--- src/rtl/ibex_pkg.sv ---
// Shared types for the Ibex alert collector: alert classes and handshake states.
package ibex_pkg;

    localparam int unsigned NumAlertClasses = 3;

    typedef enum logic [1:0] {
        ALERT_MINOR     = 2'd0,
        ALERT_MAJOR_INT = 2'd1,
        ALERT_MAJOR_BUS = 2'd2
    } alert_class_e;

    typedef enum logic [1:0] {
        IDLE = 2'd0,
        REQ  = 2'd1,
        ACKD = 2'd2
    } alert_hs_state_e;

endpackage

--- src/rtl/ibex_alert_collector_hs.sv ---
// Single-class four-phase alert handshake: sticky pending bit plus IDLE/REQ/ACKD FSM.
module ibex_alert_hs
    import ibex_pkg::*;
(
    input  logic clk_i,
    input  logic rst_i,
    input  logic alert_i,
    input  logic ack_i,
    output logic req_o,
    output logic idle_o
);

    alert_hs_state_e state_q, state_d;
    logic            pending_q, pending_d;

    always_comb begin
        // NOTE: every signal gets a default first so no path can infer a latch.
        state_d   = state_q;
        pending_d = pending_q | alert_i;
        case (state_q)
            IDLE: if (pending_d) state_d = REQ;
            REQ: begin
                if (ack_i) begin
                    state_d   = ACKD;
                    pending_d = alert_i;   // a fresh alert this cycle survives the clear
                end
            end
            ACKD:    if (!ack_i) state_d = IDLE;
            default: state_d = IDLE;
        endcase
    end

    // NOTE: state registers use non-blocking assignments so all flops update together.
    always_ff @(posedge clk_i) begin
        if (rst_i) begin
            state_q   <= IDLE;
            pending_q <= 1'b0;
        end else begin
            state_q   <= state_d;
            pending_q <= pending_d;
        end
    end

    assign req_o  = (state_q == REQ);
    assign idle_o = (state_q == IDLE);

endmodule

--- src/rtl/ibex_alert_collector.sv ---
// Ibex alert collector: per-class handshakes, minor counter, sticky fatal escalation.
// Optional liveness ping response is built only when IBEX_ALERT_PING_EN is defined.
module ibex_alert_collector
    import ibex_pkg::*;
#(
    parameter int unsigned MinorCntWidth  = 8,
    parameter int unsigned MinorThreshold = 4
) (
    input  logic                       clk_i,
    input  logic                       rst_i,
    input  logic                       alert_minor_i,
    input  logic                       alert_major_internal_i,
    input  logic                       alert_major_bus_i,
    output logic [NumAlertClasses-1:0] alert_req_o,
    input  logic [NumAlertClasses-1:0] alert_ack_i,
    input  logic                       ping_req_i,
    output logic                       ping_ack_o,
    output logic [MinorCntWidth-1:0]   minor_cnt_o,
    output logic                       fatal_o
);

    localparam logic [MinorCntWidth-1:0] CntMax = '1;

    logic [NumAlertClasses-1:0] alert_in;
    logic [NumAlertClasses-1:0] hs_idle;

    assign alert_in[ALERT_MINOR]     = alert_minor_i;
    assign alert_in[ALERT_MAJOR_INT] = alert_major_internal_i;
    assign alert_in[ALERT_MAJOR_BUS] = alert_major_bus_i;

    for (genvar c = 0; c < NumAlertClasses; c++) begin : g_hs
        ibex_alert_hs u_hs (
            .clk_i  (clk_i),
            .rst_i  (rst_i),
            .alert_i(alert_in[c]),
            .ack_i  (alert_ack_i[c]),
            .req_o  (alert_req_o[c]),
            .idle_o (hs_idle[c])
        );
    end

    logic                     minor_prev_q, minor_prev_d;
    logic [MinorCntWidth-1:0] minor_cnt_q, minor_cnt_d;
    logic                     fatal_q, fatal_d;
    logic [31:0]              minor_cnt_ext;
    logic                     thresh_hit;

    assign minor_cnt_ext = 32'(minor_cnt_q);
    assign thresh_hit    = (MinorThreshold != 0) && (minor_cnt_ext >= MinorThreshold);

    always_comb begin
        minor_prev_d = alert_minor_i;
        minor_cnt_d  = minor_cnt_q;
        if (alert_minor_i && !minor_prev_q && (minor_cnt_q != CntMax)) begin
            minor_cnt_d = minor_cnt_q + MinorCntWidth'(1);
        end
        fatal_d = fatal_q | alert_major_internal_i | alert_major_bus_i | thresh_hit;
    end

    always_ff @(posedge clk_i) begin
        if (rst_i) begin
            minor_prev_q <= 1'b0;
            minor_cnt_q  <= '0;
            fatal_q      <= 1'b0;
        end else begin
            minor_prev_q <= minor_prev_d;
            minor_cnt_q  <= minor_cnt_d;
            fatal_q      <= fatal_d;
        end
    end

    assign minor_cnt_o = minor_cnt_q;
    assign fatal_o     = fatal_q;

`ifdef IBEX_ALERT_PING_EN
    logic ping_prev_q, ping_prev_d;
    logic ping_pend_q, ping_pend_d;
    logic ping_ack_q, ping_ack_d;
    logic ping_want;
    logic all_idle;

    assign all_idle = &hs_idle;

    // One ping is outstanding at most; it is answered only once every class is idle.
    always_comb begin
        ping_prev_d = ping_req_i;
        ping_want   = ping_pend_q | (ping_req_i & ~ping_prev_q);
        ping_ack_d  = ping_want & all_idle;
        ping_pend_d = ping_want & ~all_idle;
    end

    always_ff @(posedge clk_i) begin
        if (rst_i) begin
            ping_prev_q <= 1'b0;
            ping_pend_q <= 1'b0;
            ping_ack_q  <= 1'b0;
        end else begin
            ping_prev_q <= ping_prev_d;
            ping_pend_q <= ping_pend_d;
            ping_ack_q  <= ping_ack_d;
        end
    end

    assign ping_ack_o = ping_ack_q;
`else
    logic unused_ping;
    assign unused_ping = ^{ping_req_i, hs_idle};
    assign ping_ack_o  = 1'b0;
`endif

endmodule

--- config.mk ---
export PLATFORM = sky130hd
export DESIGN_NAME = ibex_alert_collector
export DESIGN_NICKNAME = d
export VERILOG_FILES = /design/src/rtl/ibex_pkg.sv /design/src/rtl/ibex_alert_collector_hs.sv /design/src/rtl/ibex_alert_collector.sv
export SDC_FILE = /design/constraint.sdc
export NUM_CORES = 1
export LEC_CHECK = 0
export ABC_CLOCK_PERIOD_IN_PS = 1790
export BUFFER_PORTS_ARGS = -buffer_cell sky130_fd_sc_hd__buf_4
export CAP_MARGIN = 5
export CORE_MARGIN = 2
export CORE_UTILIZATION = 50
export DETAILED_ROUTE_END_ITERATION = 12
export GPL_ROUTABILITY_DRIVEN = 0
export PLACE_DENSITY = 0.85
export SETUP_SLACK_MARGIN = 0.3
export SLEW_MARGIN = 5
export SYNTH_ARGS = -nofsm -noshare
export SYNTH_HDL_FRONTEND = slang
export SYNTH_SLANG_ARGS = --single-unit
--- constraint.sdc ---
create_clock -name clk_i -period 1.79 [get_ports clk_i]
set_input_delay 0.2685 -clock clk_i [delete_from_list [all_inputs] [get_ports clk_i]]
set_output_delay 0.2685 -clock clk_i [all_outputs]
set_load 0.01 [all_outputs]
# --- Word level (Yosys, flattened, before mapping) ---
# Cells that the tools add are included.
op_classes:
  addsub: 1
  order_cmp: 1
  n_eq_ne: 16
  muxes: 18
  bitwise_logic: 6
  reduce_logical: 9
op_table:
  columns: ["cell", "n"]
  rows:
  - ["$mux W2", 9]
  - ["$ne A2 B2 Y1 const B", 9]
  - ["$pmux W2 S3", 3]
  - ["$reduce_and A3 Y1", 3]
  - ["$add A8 B1 Y8 const B", 1]
  - ["$ge A8 B3 Y1 const B", 1]
  - ["$ne A8 B8 Y1 const B", 1]
  - ["$eq A2 B1 Y1 const B", 3]
  - ["$eq A2 B2 Y1 const B", 3]
  - ["$logic_not A2 Y1", 3]
  - ["$mux W1", 6]
  - ["$or A1 B1 Y1", 6]
  - ["$logic_and A1 B1 Y1", 2]
  - ["$logic_not A1 Y1", 1]
word_totals:
  reg_bits: 19
  out_inout_bits: 13
  elab_cells: 60

# --- Logic depth before layout (Yosys ltp) ---
logic_depth:
  word_depth: 3
  ltp_mapped: 5

# --- Cells and area by module ---
# From an unflattened synthesis, not the netlist that was laid out.
hier_totals:
  cells_unflattened: 98
  hier_area_um2: 892.1
modules_own_cells:
  columns: ["module", "instances", "cells_per_inst", "area_each_um2", "seq_area_each_um2"]
  rows:
  - ["ibex_alert_collector", 1, 62, 539.3, 200.2]
  - ["ibex_alert_hs", 3, 12, 117.6, 60.1]

# --- Least setup slack after synthesis ---
# OpenSTA, ideal clock, no wires.
synth_timing:
  path_kind: "register to register"
  from: "register minor_cnt_q[2], in the netlist minor_cnt_o[2]"
  to: "register minor_cnt_q[5], in the netlist minor_cnt_o[5]"
  setup_time_ns: 0.071
  t_arrival_ns: 1.337
  slack_ns: 0.382
  path_stages_with_launch: 5
  n_path_buf: 0
  path_cell_list: "dfxtp_1 -> and3_4 -> nand2_4 -> or4_1 -> a21oi_1"
synth_via:
  elab_chain_len: 2
  word_cells_on_any_way: 3
synth_rtl:
  columns: ["item", "line", "text"]
  rows:
  - ["start, declared", "ibex_alert_collector.sv:43", "logic [MinorCntWidth-1:0] minor_cnt_q, minor_cnt_d;"]
  - ["start signal, assigned", "ibex_alert_collector.sv:67", "minor_cnt_q <= minor_cnt_d;"]
  - ["parallel branches: the longest is 2 deep, another holds $add A8 B1 Y8", null, null]
# Several ways; the timed one is not identified.
# A chain may end at the register's enable or synchronous reset.

# --- Final worst setup path ---
layout_timing:
  from: "register minor_cnt_q[0], in the netlist minor_cnt_o[0]"
  to: "register minor_cnt_q[1], in the netlist minor_cnt_o[1]"
# Same word-level chain as after synthesis.

==> out/qor_table.md <==
| Quantity | Reported | Unit |
| --- | --- | --- |
| Result of the run | completed | - |
| CTS Hold Buffers Added | 0 | - |
| GRT Util Overall | 19.6 | % |
| Ordered list of cells on the worst path | ha_2 > nand3_1 > o21ai_1 > mux2i_1 > nor2_1 | - |
| H-tree Lvls | 1 | - |
| Chip width | 45.2 | µm |
| Compound-cell area share of the yosys netlist | 12.2 | % |
| Critical path's largest stage delay | 0.39 | ns |
| Ratio of cells with drive above 1 in the final layout | 27.2 | % |
| Slowest cell on the critical path | dfxtp_1 | - |
| Final Setup Violations | 0 | - |
| Post-Route WL | 1.59 | mm |
| Average detailed-routed wire length per instance | 12.3 | µm |
| IR Drop Worst-Case VDD | 0.650 | mV |
| Yosys cell types | 28 | - |
| ANT cells | 0 | - |
| Via count of the first global-routing pass | 727 | - |
| Fin Setup TNS | 0 | ns |
| Io pins | 22 | - |
| Area growth from synthesis to final layout | 20.8 | % |
| Residual DRC | 0 | - |
| Net count, final | 126 | - |
| Top flip-flop cell by instance count after synthesis | dfxtp_1 | - |
| Avg Cell Area, Syn | 8.93 | µm² |
| Initial cell density of the core | 55.0 | % |
| Number of antenna violations at the first check in global routing | 0 | - |
| Power density normalized to cell area | 767 | nW/µm² |
| Site Rows | 14 | - |
| RSZ-0062 raised after global routing | no | - |
| CTS tree | done | - |
| Number of synthesized register bits | 19 | - |
| Critical Setup Path Class | register to register | - |
| Grt total ovfl | 0 | - |
| Clock sink total | 19 | - |
| Cts bufs inserted | 3 | - |
| Final slew viol count | 0 | - |
| Proportion of synthesized chip area in sequential cells | 44.8 | % |
| Warnings from Yosys | 0 | - |
| Routed vias | 735 | - |
| Count of input and output buffers | 19 | - |
| DRT iter0 DRCs | 20 | - |
| Required time of the worst setup path | 1.98 | ns |
| Clk Tree Root Cell | clkbuf_4 | - |
| Global-route wire length before repair | 2.86 | mm |
| Cell type contributing the most total cell area after synthesis | dfxtp_1 | - |
| Number of enable flip-flop cells after synthesis | 0 | - |
| Arithmetic-cell share of the synthesized area counting full adders, half adders and majority gates | 2.95 | % |
| Fraction of registers with async set or reset after synthesis | 0 | % |
| Cell leakage power | 0.000397 | µW |
| Critical Path Fanout Max | 4 | - |
| Post-synthesis instance total | 95 | - |
| Synth Area in Simple Gates | 27.4 | % |
| Maxcap violations | 0 | - |
| Final worst slack | 0.413 | ns |
| Synth top area share | 44.8 | % |
| Total iterations of the first detailed-routing run | 4 | - |
| Fmax achieved | 0.726 | GHz |
| Mapped Nets | 106 | - |
| Pin count of the biggest net entering global routing | 20 | - |
| Portion of the clock cycle consumed by the worst path in the final layout | 77.0 | % |
| Worst Setup Slack post-DPL | 0.363 | ns |
| Max clock buf depth | 2 | - |
| Worst hold-check path type | input pin to register | - |
| Fin Clk Skew | 0.00168 | ns |
| Startpoint types | register | - |
| Die outline height | 45.2 | µm |
| Worst-path clk slew | 0.10 | ns |
| Nature of the critical path endpoint | register | - |
| Fraction of synthesized cell area in xor and xnor cells | 5.16 | % |
| Data arrival time of the critical path | 1.57 | ns |
| Final Total Pwr | 786 | µW |
| Vias/cell | 5.65 | - |
| Mapped cell area | 848 | µm² |
| Mux share of post-synthesis cell area | 1.18 | % |
| Leading post-synthesis cells by cell area | dfxtp_1 45%, nor3_1 5.3%, xnor2_1 5.2% | - |
| Floorplan Core Area | 1540 | µm² |
| Largest family of logic cells by synthesized area | simple AND/OR/NAND/NOR gates | - |
| Die area | 2040 | µm² |
| Final Hold Violating Endpoints | 0 | - |
| Count of nets left with antenna violations after detail routing | 0 | - |
| Fin crit period | 1.38 | ns |
| Clock network latency to the later pin of the worst-skew pair | 0.29 | ns |
-- Yosys cell counts (2+ instances only) --
cell	count
dfxtp_1	19
nor2_1	10
nor3_1	9
a21oi_1	6
nand2_1	6
xnor2_1	5
buf_4	4
nor2b_1	4
a2111oi_0	3
a211oi_1	3
inv_1	3
nor3b_1	3
a31oi_1	2
clkbuf_1	2
ha_1	2
nand3_1	2
-- critical path, delay by kind of cell (launching register included) --
kind	cells	cell delay, ns
fa+ha+maj	1	0.22
compound gates	1	0.29
simple gates	2	0.15
flops	1	0.39
mux	1	0.23
-- layer usage --
metal | GRT usage, % | share of wire [%] | up-vias
met3 | 3.60 | 5.9 | 4
met2 | 36.3 | 52 | 27
li1 | - | - | 373
met4 | 12.4 | 2.6 | 0
met1 | 19.9 | 40 | 331
met5 | 0 | 0 | -
-- cell families (layout without fill, tap and decap cells) --
group           Yosys count  after routing
simple gates             42             42
flops                    19             19
compound gates           16             16
buf+inv                   9             28
xor+xnor                  5              5
fa+ha+maj                 2              2
other cells               1              1
mux                       1              1
-- where the power goes --
part           internal [µW]  switching (µW)
clock                   83.2             129
sequential               447            19.0
combinational           57.7            49.8
-- timing repair --
action | CTS | global route
hold endpoints to repair | 0 | 0
setup endpoints to repair | 0 | 3
resized for setup | 0 | 3
setup buffers | 0 | 1
-- area by class of cell --
| class | count | area, µm² |
|---|---|---|
| fill | 136 | 517 |
| multi-input combinational | 67 | 427 |
| sequential | 19 | 382 |
| timing repair buffer | 21 | 158 |
| clock buffer | 3 | 22.5 |
| tap | 16 | 20.0 |
| inverter | 3 | 11.3 |
| clock inverter | 1 | 5.00 |
-- sequential cells by signal, summed over array words and instances (netlist names) --
signal / flops
minor_prev_q: 1
g_hs.u_hs.pending_q: 3
minor_cnt_o: 8
g_hs.u_hs.state_q: 6
fatal_o: 1
-- stage by stage --
step / instances / cell area (µm²) / hold slack [ns] / utilization, %
after detailed placement: 125 / 981 / 0.466 / 63.6
final: 130 / 1020 / 0.178 / 66.5
after floorplan: 95 / 848 / 0.386 / -
after global routing: 130 / 1020 / 0.179 / 66.5
after CTS: 129 / 1010 / 0.180 / 65.4
after global placement: 125 / 981 / 0.453 / 63.6
-- final timing paths --
path                                 from                      end  slack, ns  depth (start not counted)
hold reg to reg   g_hs[0].u_hs.state_q[1]  g_hs[0].u_hs.state_q[0]       0.49                          1
setup reg to reg           minor_cnt_o[0]           minor_cnt_o[1]       0.41                          5
hold / removal             alert_ack_i[1]  g_hs[1].u_hs.state_q[0]       0.18                          2
setup / recovery           minor_cnt_o[0]           minor_cnt_o[1]       0.41                          5
-- cell usage in the layout (no fill, tap or decap) --
cell type and n:
a2111oi_0 3, a211oi_1 2, a211oi_2 1, a21oi_1 6, a31oi_1 2, and2b_4 1, and3_4 1, and4_1 1
buf_4 21, clkbuf_4 3, clkinv_2 1, conb_1 1, dfxtp_1 18, dfxtp_2 1, ha_1 1, ha_2 1
inv_1 3, mux2i_1 1, nand2_1 6, nand2_4 1, nand3_1 2, nand4_1 1, nand4b_1 1, nor2_1 10
nor2b_1 4, nor3_1 9, nor3b_1 3, nor4_1 1, o21ai_1 1, o31ai_1 1, or4_1 1, xnor2_1 5
No activity file was read; power rests on OpenSTA's default activity.
